## config.mk

```make
export PLATFORM = sky130hd
export DESIGN_NAME = signal_conflict_monitor
export DESIGN_NICKNAME = d
export VERILOG_FILES = /design/src/rtl/traffic_pkg.sv /design/src/rtl/head_transition_checker.sv /design/src/rtl/signal_conflict_monitor.sv
export SDC_FILE = /design/constraint.sdc
export NUM_CORES = 1
export LEC_CHECK = 0
export CORE_UTILIZATION = 35
export DETAILED_ROUTE_END_ITERATION = 10
export PLACE_DENSITY_LB_ADDON = 0.15
export SLEW_MARGIN = 20
export SYNTH_ARGS = -nofsm -noshare
export SYNTH_HDL_FRONTEND = slang
export SYNTH_SLANG_ARGS = --single-unit
```

## constraint.sdc

```tcl
create_clock -name clk -period 5.1 [get_ports clk]
set_clock_uncertainty 0.15 [all_clocks]
set_input_delay 1.02 -clock clk [delete_from_list [all_inputs] [get_ports clk]]
set_output_delay 1.02 -clock clk [all_outputs]
set_load 0.005 [all_outputs]
```

## src/rtl/traffic_pkg.sv

```systemverilog
// Shared definitions for the intersection controller slice: lamp codes,
// fault codes, monitor state encoding and small code-classification helpers.
package traffic_pkg;

  localparam logic [2:0] GREEN  = 3'b001;
  localparam logic [2:0] YELLOW = 3'b010;
  localparam logic [2:0] RED    = 3'b100;
  localparam logic [2:0] DARK   = 3'b000;

  localparam logic [2:0] FC_NONE      = 3'd0;
  localparam logic [2:0] FC_ILLEGAL   = 3'd1;
  localparam logic [2:0] FC_CONFLICT  = 3'd2;
  localparam logic [2:0] FC_SKIP      = 3'd3;
  localparam logic [2:0] FC_SHORT_YEL = 3'd4;

  typedef enum logic [1:0] {
    MON       = 2'd0,
    FLASH_ON  = 2'd1,
    FLASH_OFF = 2'd2
  } mon_state_t;

  function automatic logic is_legal(input logic [2:0] code);
    return (code == GREEN) || (code == YELLOW) || (code == RED);
  endfunction

  function automatic logic is_active(input logic [2:0] code);
    return (code == GREEN) || (code == YELLOW);
  endfunction

endpackage

```

## src/rtl/head_transition_checker.sv

```systemverilog
// Per-head sequence checker: remembers the last sampled code and how long the
// head has been yellow, and flags green->red skips and too-short yellows.
module head_transition_checker
  import traffic_pkg::*;
#(
  parameter int MIN_YELLOW = 2
) (
  input  logic       clk,
  input  logic       rst,
  input  logic [2:0] code,
  input  logic       sync,
  output logic       skip,
  output logic       short_yel
);

  localparam int YW = $clog2(MIN_YELLOW + 1);

  logic [2:0]    prev;
  logic [YW-1:0] ycnt;

  assign skip      = (prev == GREEN) && (code == RED);
  assign short_yel = (prev == YELLOW) && (code == RED) && (ycnt < YW'(MIN_YELLOW));

  // ycnt saturates at MIN_YELLOW so a long yellow never wraps back below the limit
  always_ff @(posedge clk or posedge rst) begin
    if (rst) begin
      prev <= RED;
      ycnt <= '0;
    end else begin
      prev <= code;
      if (sync || (code != YELLOW))
        ycnt <= '0;
      else if (ycnt != YW'(MIN_YELLOW))
        ycnt <= ycnt + YW'(1);
    end
  end

endmodule

```

## src/rtl/signal_conflict_monitor.sv

```systemverilog
// Fail-safe monitor between the phase controller and the lamp drivers: passes
// head codes through, and latches an all-red flashing fault on unsafe input.
module signal_conflict_monitor
  import traffic_pkg::*;
#(
  parameter int PERSIST    = 2,
  parameter int MIN_YELLOW = 2,
  parameter int FLASH_HALF = 4
) (
  input  logic       clk,
  input  logic       rst,
  input  logic [2:0] m1,
  input  logic [2:0] m2,
  input  logic [2:0] m3,
  input  logic [2:0] m4,
  input  logic       clear,
  output logic [2:0] lamp1,
  output logic [2:0] lamp2,
  output logic [2:0] lamp3,
  output logic [2:0] lamp4,
  output logic       fault,
  output logic [2:0] fault_code
);

  localparam int PW = $clog2(PERSIST + 1);
  localparam int FW = $clog2(FLASH_HALF + 1);

  logic [2:0]    m    [4];
  logic [2:0]    lamp [4];
  logic [3:0]    act;
  logic [3:0]    skip;
  logic [3:0]    short_yel;
  logic          illegal;
  logic          conflict;
  logic          level_viol;
  logic          trans_fault;
  logic          sync;
  logic [2:0]    code_next;
  mon_state_t    state;
  logic [PW-1:0] pcnt;
  logic [FW-1:0] fcnt;

  assign m[0]  = m1;
  assign m[1]  = m2;
  assign m[2]  = m3;
  assign m[3]  = m4;
  assign lamp1 = lamp[0];
  assign lamp2 = lamp[1];
  assign lamp3 = lamp[2];
  assign lamp4 = lamp[3];

  assign illegal = !is_legal(m1) || !is_legal(m2) || !is_legal(m3) || !is_legal(m4);
  assign act     = {is_active(m4), is_active(m3), is_active(m2), is_active(m1)};
  // m1 may share green with m2 or m4; every other active pairing is unsafe
  assign conflict    = (act[2] && (act[0] || act[1] || act[3])) || (act[1] && act[3]);
  assign level_viol  = illegal || conflict;
  assign trans_fault = (|skip) || (|short_yel);
  assign sync        = (state != MON) && clear && !level_viol;

  for (genvar i = 0; i < 4; i++) begin : g_head
    head_transition_checker #(
      .MIN_YELLOW(MIN_YELLOW)
    ) u_chk (
      .clk      (clk),
      .rst      (rst),
      .code     (m[i]),
      .sync     (sync),
      .skip     (skip[i]),
      .short_yel(short_yel[i])
    );
  end

  always_comb begin
    code_next = FC_SHORT_YEL;
    if (illegal)
      code_next = FC_ILLEGAL;
    else if (conflict)
      code_next = FC_CONFLICT;
    else if (|skip)
      code_next = FC_SKIP;
  end

  always_ff @(posedge clk or posedge rst) begin
    if (rst) begin
      state      <= MON;
      pcnt       <= '0;
      fcnt       <= '0;
      fault      <= 1'b0;
      fault_code <= FC_NONE;
      for (int i = 0; i < 4; i++) lamp[i] <= RED;
    end else begin
      case (state)
        MON: begin
          if (trans_fault || (level_viol && (pcnt == PW'(PERSIST - 1)))) begin
            state      <= FLASH_ON;
            fault      <= 1'b1;
            fault_code <= code_next;
            pcnt       <= '0;
            fcnt       <= '0;
            for (int i = 0; i < 4; i++) lamp[i] <= RED;
          end else if (level_viol) begin
            pcnt <= pcnt + PW'(1);
          end else begin
            pcnt <= '0;
            for (int i = 0; i < 4; i++) lamp[i] <= m[i];
          end
        end
        default: begin
          if (sync) begin
            state      <= MON;
            fault      <= 1'b0;
            fault_code <= FC_NONE;
            pcnt       <= '0;
            fcnt       <= '0;
            for (int i = 0; i < 4; i++) lamp[i] <= m[i];
          end else if (fcnt == FW'(FLASH_HALF - 1)) begin
            fcnt <= '0;
            if (state == FLASH_ON) begin
              state <= FLASH_OFF;
              for (int i = 0; i < 4; i++) lamp[i] <= DARK;
            end else begin
              state <= FLASH_ON;
              for (int i = 0; i < 4; i++) lamp[i] <= RED;
            end
          end else begin
            fcnt <= fcnt + FW'(1);
          end
        end
      endcase
    end
  end

endmodule

```

Word-level counts from Yosys, hierarchy flattened
Index checks and enable logic that the tools add are counted.

Register bits after elaboration: 43. Latch bits: 0. RAM bits: 0. Memory bits (read-only): 0. Input bits: 15. Output and inout port bits: 16. Logic and storage cells: 152. Memories kept: 0.

Add/sub/neg operators: 6. Multipliers: 0. Div/mod/pow operators: 0. Order comparisons: 4. Equal/unequal tests: 33. Shift-type cells: 0. Mux-type cells: 36. Bitwise operators: 0. Reduce and logical (&&, ||, !) cells: 56.

Operator list (number): 12-bit 2-to-1 mux (6); 2-bit 2-to-1 mux (17); 3-bit 2-to-1 mux (10); 3-bit by 2-bit == test with 1-bit output, second input constant (9); 3-bit by 1-bit == test with 1-bit output, second input constant (8); 1-bit logical OR (21); 1-bit logical AND (17); 3-bit == test, second input constant (4); 3-bit by 2-bit != test with 1-bit output, second input constant (4); 2-bit nonzero test (6); 2-bit by 1-bit adder with 2-bit output, second input constant (5); 2-bit != test, second input constant (5); 2-bit < comparator, second input constant (4); 4-bit OR reduction (2); 2-bit AND reduction (3); 1-bit zero test (5); 2-bit by 1-bit == test with 1-bit output, second input constant (2); 3-bit by 1-bit adder with 3-bit output, second input constant (1); 1-bit 2-to-1 mux (3); 3-bit != test, second input constant (1); 3-bit nonzero test (1); 2-bit zero test (1).

Longest topological paths before layout
Gate-level depths: netlist (run 1).

Word-level depth: 12. Mapped depth: 9. Mapped depth without buffers: 6.

Hierarchy
From an unflattened synthesis (run 1), not the netlist that was laid out.

Cell total of the unflattened synthesis: 197. Area total of the unflattened synthesis: 2165.8 µm².

By module, submodules not included: signal_conflict_monitor (instances 1, cells an instance 129, area an instance 1300.0 µm², sequential area each 580.6 µm²); head_transition_checker (instances 4, cells an instance 17, area an instance 216.5 µm², sequential area each 126.4 µm²).

Least setup slack after synthesis (run 1)
Ideal clock, no wire load.

Kind: in2reg. From: input m2[0]. To: register lamp (netlist bit lamp1[0]). Arrival time: 2641 ps. Required time: 4829 ps. Path slack: 2188 ps. Stages on the path: 8. Path buffers: 2. Cell sequence: clkbuf_1 > a22o_1 > a221oi_1 > nand4_2 > o31ai_4 > o32ai_2 > buf_6 > a22o_2.

Cells in the longest elaborated chain, start to end: 12. Elaborated cells between the ends (all ways): 31.

Ends and longest elaborated chain: from (decl) (RTL line signal_conflict_monitor.sv:13) `input logic [2:0] m2,`; 3-bit by 1-bit == test with 1-bit output / 3-bit by 2-bit == test with 1-bit output (equally long branches) (RTL line traffic_pkg.sv:23, traffic_pkg.sv:27); 1-bit logical OR (RTL line traffic_pkg.sv:23, traffic_pkg.sv:27); 1-bit logical OR (RTL line traffic_pkg.sv:23) `return (code == GREEN) || (code == YELLOW) || (code == RED);`; 1-bit zero test (RTL line signal_conflict_monitor.sv:52) `assign illegal = !is_legal(m1) || !is_legal(m2) || !is_legal(m3) || !is_legal(m4);`; 1-bit logical OR (3 in a row) (RTL line signal_conflict_monitor.sv:52); 1-bit logical OR (RTL line signal_conflict_monitor.sv:56) `assign level_viol = illegal || conflict;`; 1-bit logical AND / 1-bit zero test (equally long branches) (RTL line signal_conflict_monitor.sv:94, signal_conflict_monitor.sv:58); 1-bit logical OR / 1-bit logical AND (equally long branches) (RTL line signal_conflict_monitor.sv:94, signal_conflict_monitor.sv:58); 3-bit != test (no source line), or another cell as far along; 2-bit AND reduction (no source line) / 12-bit 2-to-1 mux (equally long branches); to (decl) (RTL line signal_conflict_monitor.sv:29) `logic [2:0] lamp [4];`.

Several ways; a longest one is shown, not always the timed one. A chain may end at the register's enable or synchronous reset.

Final worst setup path (run 1)
From: input m4[2]. To: register lamp (netlist bit lamp4[2]).

Cells in the longest elaborated chain, start to end: 10. Elaborated cells between the ends (all ways): 29.

Ends and longest elaborated chain: from (decl) (RTL line signal_conflict_monitor.sv:15) `input logic [2:0] m4,`; 3-bit by 1-bit == test with 1-bit output / 3-bit by 2-bit == test with 1-bit output (equally long branches) (RTL line traffic_pkg.sv:23, traffic_pkg.sv:27); 1-bit logical OR (RTL line traffic_pkg.sv:23, traffic_pkg.sv:27); 1-bit logical OR (on tied branches) (RTL line traffic_pkg.sv:23, signal_conflict_monitor.sv:55); 1-bit zero test / 1-bit logical AND (equally long branches) (RTL line signal_conflict_monitor.sv:52, signal_conflict_monitor.sv:55); 1-bit logical OR (on tied branches) (RTL line signal_conflict_monitor.sv:52, signal_conflict_monitor.sv:55); 1-bit logical OR (RTL line signal_conflict_monitor.sv:56); 1-bit logical AND / 1-bit zero test (equally long branches) (RTL line signal_conflict_monitor.sv:94, signal_conflict_monitor.sv:58); 1-bit logical OR / 1-bit logical AND (equally long branches) (RTL line signal_conflict_monitor.sv:94, signal_conflict_monitor.sv:58); 3-bit != test (no source line), or another cell as far along; 2-bit AND reduction (no source line) / 12-bit 2-to-1 mux (equally long branches).

Several ways; a longest one is shown, not always the timed one. The select of a mux whose other input is x is not followed.

==> results of run 1 <==
==> per-stage QoR <==
stage	worst slack, ps	std cells	util, %
after floorplan	2190	193	-
after global placement	1060	296	42.7
after detailed placement	1030	296	42.7
after CTS	1350	304	44.4
after global routing	1130	304	44.4
final	1370	304	44.4
==> metal layers <==
layer / up-vias / wire length (µm) / track usage (%)
li1: 799 / - / -
met1: 816 / 2530 / 25.5
met2: 42 / 2110 / 25.6
met3: 7 / 242 / 4.43
met4: 0 / 67 / 5.00
met5: - / 0 / 0
==> area by class of cell <==
| cell class | count | area, µm² | area share (%) |
|---|---|---|---|
| clock buffers | 8 | 100 | 3.81 |
| inverters | 14 | 52.6 | 2.00 |
| multi-input cells | 133 | 987 | 37.6 |
| flip-flops and latches | 43 | 1090 | 41.3 |
| well taps | 75 | 93.8 | 3.57 |
| repair buffers | 31 | 308 | 11.7 |
==> worst max-delay path: cells and delay by family <==
family,cells,cell delay (ps)
AO/OA/AOI/OAI,3,1330
buffers and inverters,1,550
AND/OR/NAND/NOR,3,910
==> layout by cell type (no fill, tap or decap), types with 3 or more instances in the layout <==
| cell | netlist | routed |
|---|---|---|
| clkbuf_8 | 0 | 7 |
| nor4b_1 | 4 | 4 |
| o21ai_0 | 4 | 4 |
| a21oi_1 | 7 | 7 |
| a22o_2 | 9 | 9 |
| o22ai_1 | 3 | 3 |
| a32oi_1 | 4 | 4 |
| dfrtp_1 | 35 | 35 |
| nand3_1 | 3 | 3 |
| clkdlybuf4s50_1 | 0 | 30 |
| nor3_1 | 9 | 9 |
| a211o_1 | 3 | 3 |
| nor2_1 | 16 | 16 |
| dfstp_2 | 8 | 8 |
| ha_1 | 6 | 6 |
| xor2_1 | 8 | 8 |
| a22o_1 | 7 | 7 |
| inv_1 | 14 | 14 |
| nand2_1 | 6 | 6 |
==> registers in the layout, summed over array words and instances, names as in the netlist <==
register and flops:
fcnt 3, fault_code 3, lamp4 3, lamp2 3
lamp3 3, lamp1 3, fault 1, pcnt 2
state 2, g_head.u_chk.ycnt 8, g_head.u_chk.prev 12
==> synthesized netlist by cell type (2+ instances only) <==
cell type	n	area, µm²
nor2_1	16	60.1
nor3_2	2	20.0
inv_1	14	52.6
nand4_1	2	12.5
ha_1	6	75.1
a32oi_1	4	35.0
nor4b_1	4	35.0
dfstp_2	8	210
a21o_1	2	15.0
o21a_1	2	15.0
a22oi_1	2	15.0
clkbuf_1	2	7.51
a22o_2	9	90.1
a221oi_1	2	17.5
xor2_1	8	70.1
nand2_1	6	22.5
a21oi_1	7	35.0
nand2b_1	2	12.5
xnor2_1	2	17.5
a31oi_1	2	12.5
a211o_1	3	26.3
nor2b_1	2	12.5
nand3b_1	2	15.0
dfrtp_1	35	876
nand3_1	3	15.0
nor4_1	2	12.5
a22o_1	7	61.3
o22ai_1	3	18.8
o21ai_0	4	20.0
nor3_1	9	45.0
==> power groups by stage <==
| stage | Sequential (mW) | Clock (mW) | Combinational (mW) |
|---|---|---|---|
| 2_1_floorplan | 0.450 | 0 | 0.243 |
| 3_3_place_gp | 0.457 | 0 | 0.363 |
| 3_5_place_dp | 0.456 | 0 | 0.362 |
| 4_1_cts | 0.451 | 0.243 | 0.366 |
| 5_1_grt | 0.459 | 0.256 | 0.410 |
| 6_report | 0.451 | 0.236 | 0.363 |
==> kinds of logic (layout without fill, tap and decap cells) <==
group | count (synthesis) | after routing | share of synthesized area, %
AO/OA/AOI/OAI | 57 | 57 | 22.2
XOR/XNOR | 10 | 10 | 4.08
adder cells (fa/ha/maj) | 6 | 6 | 3.50
buffers and inverters | 17 | 53 | 3.33
flip-flops | 43 | 43 | 50.6
multiplexers | 1 | 1 | 0.525
AND/OR/NAND/NOR | 59 | 59 | 15.8
==> path summary, 6_finish.rpt <==
kind,start,end,slack [ps],depth (start not counted)
min in group asynchronous,rst,fcnt[0],1090,2
max in group asynchronous,rst,g_head[1].u_chk.prev[2],2850,3
hold reg to reg,fault,fault,340,1
setup / recovery,m4[2],lamp4[2],1370,7
setup reg to reg,state[1],lamp4[2],2190,5
hold / removal,fault,fault,340,1
==> reports/results.txt, run 1 <==
The flow ran to the end, and the final reports show no timing, DRC or antenna violations. The total routing usage reported by global routing was 17.5%; the pin count of the biggest net entering global routing was 27. For this run, the leading register cell type out of synthesis is dfrtp_1.

The run gives 4 as the number of iterations in the first detailed-routing pass. The tools report the total clock buffers created by CTS as 5. A synthesized cell averages 11.1 µm².

Counting the fill cells in the layout gives 577. The post-detailed-route wirelength per cell is 16.3 µm. The setup-violating endpoint count in the final report came out at 0. The ratio of total power to cell area was 400 nW/µm².

The actual slew at the worst max-slew pin came out at 956 ps. For the worst-skew pair, the clock arrives at the later sink with an insertion delay of 290 ps. The tools report the number of global-route vias before repair as 1628. The tools report the total of max-cap violations as 0. The worst setup path is captured at a flop.

The area growth from synthesis to layout is 22.5%. Internal power comes to 0.712 mW. The number of input and output port buffers inserted is 30. Setup repair after global routing left no endpoint under its margin.

For the post-synth net total, the log shows 214. The peak supply drop was 0.224 mV. For the routed wire length, the log shows 4940 µm. The number of distinct standard cells referenced by the synthesized netlist is 51, and the arrival time at the worst endpoint is 3810 ps. The initial utilization of the core area, before any placement, comes to 36.2%. The tools report the total count of max-transition violations in the final report as 0.

From bottom edge to top edge, the die measures 80.3 µm. The synthesized design contains 0 enable-type register cells. The total clock sinks is 43, and the post-detailed-route count of antenna-violating nets is 0. The tools report the area of all placed cells without fillers as 2630 µm².

The tools report the register area share after synthesis as 50.6%. The tools report the post-synthesis cell count as 193. The setup path with the least slack is of type primary input to flop. The analysis attributes to cell leakage a power of 1.11 nW. The worst path uses 73.2% of the clock period. Part of the power in registers: 42.9%. The routability-driven placement congestion ratio was 0.857; the combinational share of power was 34.6%. The largest individual stage delay along the critical path comes from the cell o32ai_2. The tools report the placed wire-length estimate after detailed placement as 3650 µm. The via-per-instance ratio is 5.47, and the clock period minus final worst setup slack is 3730 ps. The worst-path maximum fanout works out to 12. The critical path launch point type is a primary input.

The design draws 1.05 mW. Derived from the worst setup path, the maximum achievable clock frequency is 0.268 GHz. The die is 80.3 µm wide. Detailed router's first-iteration violation count: 101. The worst relative slew slack was 36.2%. Synthesis-stage register bit count: 43. Floorplan core area: 5920 µm².

For the total overflow reported by the global router, the log shows 0. Data on the critical path is required at its endpoint by 5180 ps. The number of hold buffers added after CTS was 0. 31 I/O pins were placed. The tools report the number of cells upsized or downsized after cts as 0. The first global-routing pass estimated 8530 µm of wire. Clock-pin slew was measured on the worst setup and hold paths at 80 ps.

Number of DRC violations after detailed routing: 0. Walking the worst path, the cells encountered are clkdlybuf4s50_1 -> nor4b_1 -> a32oi_1 -> and3_1 -> nand4_1 -> o32ai_2 -> o2bb2a_1. 0 antenna diodes ended up in the layout.

Cells with a size suffix above 1 make up 15.7% of the layout. Summed over all failing endpoints, the final setup total negative slack is 0 ps. Number of buffers added for setup after CTS: 0. TritonCTS built the clock tree. The cell sitting at the root of the clock tree is a clkbuf_8. The deepest level of the CTS H-tree was 2.

The logs give 0.338 mW for the net switching component of the power and 1664 for the vias after detailed routing. After the last flow step, the layout net total stands at 249. The logs give 0 for the hold violation total from the final report and 0 for the initial antenna violation count. The largest single stage delay on the critical path is 820 ps. For this run, the number of Yosys warnings is 0. The clock share of power is 22.5%, and the total die area is 6440 µm². Counting along the longest clock path gives a buffer depth of 2. Once placement finished, the instance area stood at 2530 µm². Of all flip-flops after synthesis, the portion carrying an async set or reset was 100%. Worst slack on hold paths: 341 ps. Of the total power, the share spent switching nets is 32.2%. Summing every instance area after synthesis gives 2140 µm².

The worst hold path belongs to the class flop to flop. For the row count, the log shows 28.
Power figures use the tool's default switching activity.
==> run 2: changes to the inputs <==
- clock period: 5.1 -> 3 ns (I/O delays scaled with it)
==> run 2 against run 1 <==
Net effect:
- count of clock-buffer cells in the layout down 2
- cell count up 13%
- cell area grew 11%
- largest power group unchanged
- global-route usage is 0.57 points higher
==> reports/results.txt, run 2 (synthesis gave the netlist of run 1 again) <==
For the worst relative slew slack, the log shows 61.5% (was 36.2%). The run gives 43 (unchanged) as the total clock sinks. The peak clock frequency supported by timing came out at 0.347 GHz. Biggest registers after layout: g_head.u_chk.prev x12, g_head.u_chk.ycnt x8 (unchanged). The tools report the worst slack on hold paths as 341 ps (about the same). The row count was 28 (unchanged); the count of hold-fix buffers inserted at cts was 0 (unchanged). For the detailed router's first-iteration violation count, the log shows 111 (was 101). The run finished with clean final reports. The tools report the maximum count of clock buffers along a single path as 2 (unchanged).

The number of DRC violations after detailed routing came out at 0 (unchanged). The run gives 0 (unchanged) as the number of cells upsized or downsized after cts. The clock transition time at the flip-flop clock pins of the worst setup and hold paths was 90 ps (was 80 ps); the via-per-instance ratio was 5.31 (was 5.47). The most common cell after layout, fill and taps aside is buf_4 (was dfrtp_1).

The first-pass GRT wire length was 8670 µm (was 8530 µm); the pin count of the biggest net entering global routing was 44 (was 27). The total die area was 6440 µm² (unchanged); the count of placed standard cells in the final layout, fillers left out was 342 (was 304). The number of buffers added for setup after CTS came out at 0 (unchanged). Commonest cells after routing, fill and taps aside: buf_4 (39), dfrtp_1 (35), clkdlybuf4s50_1 (30) (was dfrtp_1 (35), clkdlybuf4s50_1 (30), nor2_1 (16)). The post-detailed-route wirelength per cell was 15.2 µm (was 16.3 µm); the placed wire-length estimate after detailed placement was 3940 µm (was 3650 µm). The tools report the floorplan core area as 5920 µm² (unchanged). TritonCTS built the clock tree. The total clock buffers created by CTS is 5 (unchanged), and the hold violation total from the final report is 0 (unchanged).

The setup total negative slack came out at 0 ps (unchanged). The sum of internal, switching and leakage power was 1.90 mW (was 1.05 mW). The tools report the number of inserted filler cells in the final layout as 569 (was 577). The logs give 2 (unchanged) for the deepest level of the CTS H-tree and 2950 ps (was 3810 ps) for the arrival time at the worst endpoint.

The total of max-cap violations is 0 (unchanged). The class of the tightest hold or removal check is flop to flop (unchanged). The reg-to-reg critical path endpoint is lamp4[2] (unchanged). Cells along the critical path: clkdlybuf4s50_1 -> or3b_4 -> a211oi_2 -> nand4_2 -> nor2_1 -> buf_4 -> a32oi_1 -> o2bb2a_1 (was clkdlybuf4s50_1 -> nor4b_1 -> a32oi_1 -> and3_1 -> nand4_1 -> o32ai_2 -> o2bb2a_1). The category of the critical setup timing path is primary input to flop (unchanged).

The logs give 1816 (was 1664) for the vias after detailed routing and 0 (unchanged) for the post-detailed-route count of antenna-violating nets. The register with the most flip-flops is g_head.u_chk.prev (unchanged). The number of input and output port buffers inserted is 30 (unchanged), and the total routing usage reported by global routing is 18.1% (was 17.5%). The run gives 1.29 nW (was 1.11 nW) as the leakage power figure. The cell count after placement was 334 (was 296); the routed wire length was 5210 µm (was 4940 µm).

The register-to-register setup slack was 590 ps (was 2190 ps). The slowest library cell on the worst path was clkdlybuf4s50_1 (was o32ai_2). The smallest setup slack after layout was 116 ps (was 1370 ps). The tools report the kind of end point of the critical path as a flop (unchanged). The antenna cell count was 0 (unchanged); the clock period minus final worst setup slack was 2880 ps.

The worst-path maximum fanout works out to 5 (was 12). The initial core utilization is 36.2% (unchanged). Of the available clock period, the critical path in the final layout requires 96.1%.

The critical path endpoint is lamp4[2] (unchanged). The tools report the clock root buffer as clkbuf_8 (unchanged). The number of iterations in the first detailed-routing pass was 6 (was 4).

The floorplan die height came out at 80.3 µm (unchanged). The area of all placed cells without fillers was 2930 µm² (was 2630 µm²); the number of global-route vias before repair was 1719 (was 1628). The die boundary width was 80.3 µm (unchanged). The number of primary I/O pins was 31 (unchanged). Biggest cell delay along the critical path: 500 ps (was 820 ps). The critical path launch point type is a primary input (unchanged). The net count reported at finish came out at 287 (was 249). The run gives 0 (unchanged) as the total count of max-transition violations in the final report. The logs give 0 (unchanged) for the setup-violating endpoint count in the final report and 49.5% (was 44.4%) for the utilization of the core after routing. Start point of the critical path: m4[0] (was m4[2]). The actual slew at the worst max-slew pin was 569 ps (was 956 ps); the initial antenna violation count was 0 (unchanged). The flip-flop count of the largest register, all copies and words added was 12 (unchanged); the peak supply drop was 0.403 mV (was 0.224 mV). The ratio of total power to cell area is 649 nW/µm² (was 400 nW/µm²), and the number of cells traversed by the worst register-to-register path is 5 (unchanged).

Pre-CTS setup slack: -193 ps (was 1030 ps). The signed area change from the synthesized netlist to the final layout was 36.5% (was 22.5%); the clock latency reported for the late side of the worst-skew pair was 300 ps (was 290 ps). Fraction of layout instances using a drive strength above 1: 28.5% (was 15.7%). The critical path data required time came out at 3070 ps (was 5180 ps).

Total overflow reported by the global router: 0 (unchanged). The total stage count of the critical path came out at 8 (was 7). The startpoint of the worst register-to-register path is state[1] (unchanged). Routability-driven placement congestion ratio: 0.848 (was 0.857).

Family of cells with the greatest summed delay on the critical path: simple AND/OR/NAND/NOR gates (was compound AO/OA/AOI/OAI gates). The sum of buffers and inverters on the critical path was 2 (was 1); the total cell area at the placement stage was 2810 µm² (was 2530 µm²).
-- run 2: cell types whose count changed in the layout (fill, tap and decap cells not counted), sizes merged --
| cell | previous run | this run |
|---|---|---|
| clkinv | 0 | 1 |
| clkbuf | 8 | 6 |
| clkinvlp | 0 | 1 |
| buf | 1 | 39 |
-- run 2: worst min path at each step --
stage          endpoint  cells after the start  startpoint
5_1_grt         pcnt[0]                      1     pcnt[0]
2_1_floorplan   pcnt[0]                      1     pcnt[0]
3_3_place_gp      fault                      1       fault
6_report          fault                      1       fault
3_5_place_dp      fault                      1       fault
4_1_cts           fault                      1       fault
-- run 2: per-layer routing --
layer | vias to the layer above | routed length (µm) | global-route usage (%)
met2 | 37 | 2320 | 26.9
met5 | - | 0 | 0
met4 | 0 | 69 | 5.89
met1 | 897 | 2660 | 26.0
met3 | 6 | 165 | 3.86
li1 | 876 | - | -
-- run 2: layout make-up --
type                       count  area, µm²  area share [%]
sequential                    43       1090            37.1
tap                           75       93.8            3.21
clock inverter                 2       16.3           0.556
inverter                      14       52.6            1.79
clock buffer                   6       82.6            2.82
timing repair buffer          69        593            20.3
multi-input combinational    133       1000            34.3
-- run 2: power breakdown --
group	leakage [nW]	internal, mW	switching, mW
registers	0.534	0.699	0.0663
clock network	0.0474	0.188	0.207
logic	0.708	0.387	0.352
total	1.29	1.27	0.625
==> run 3: changes to the inputs <==
- CTS_CLUSTER_SIZE: not set -> 16
==> results of run 3 <==
Final layout, timing and power as in run 2 (identical DEF).
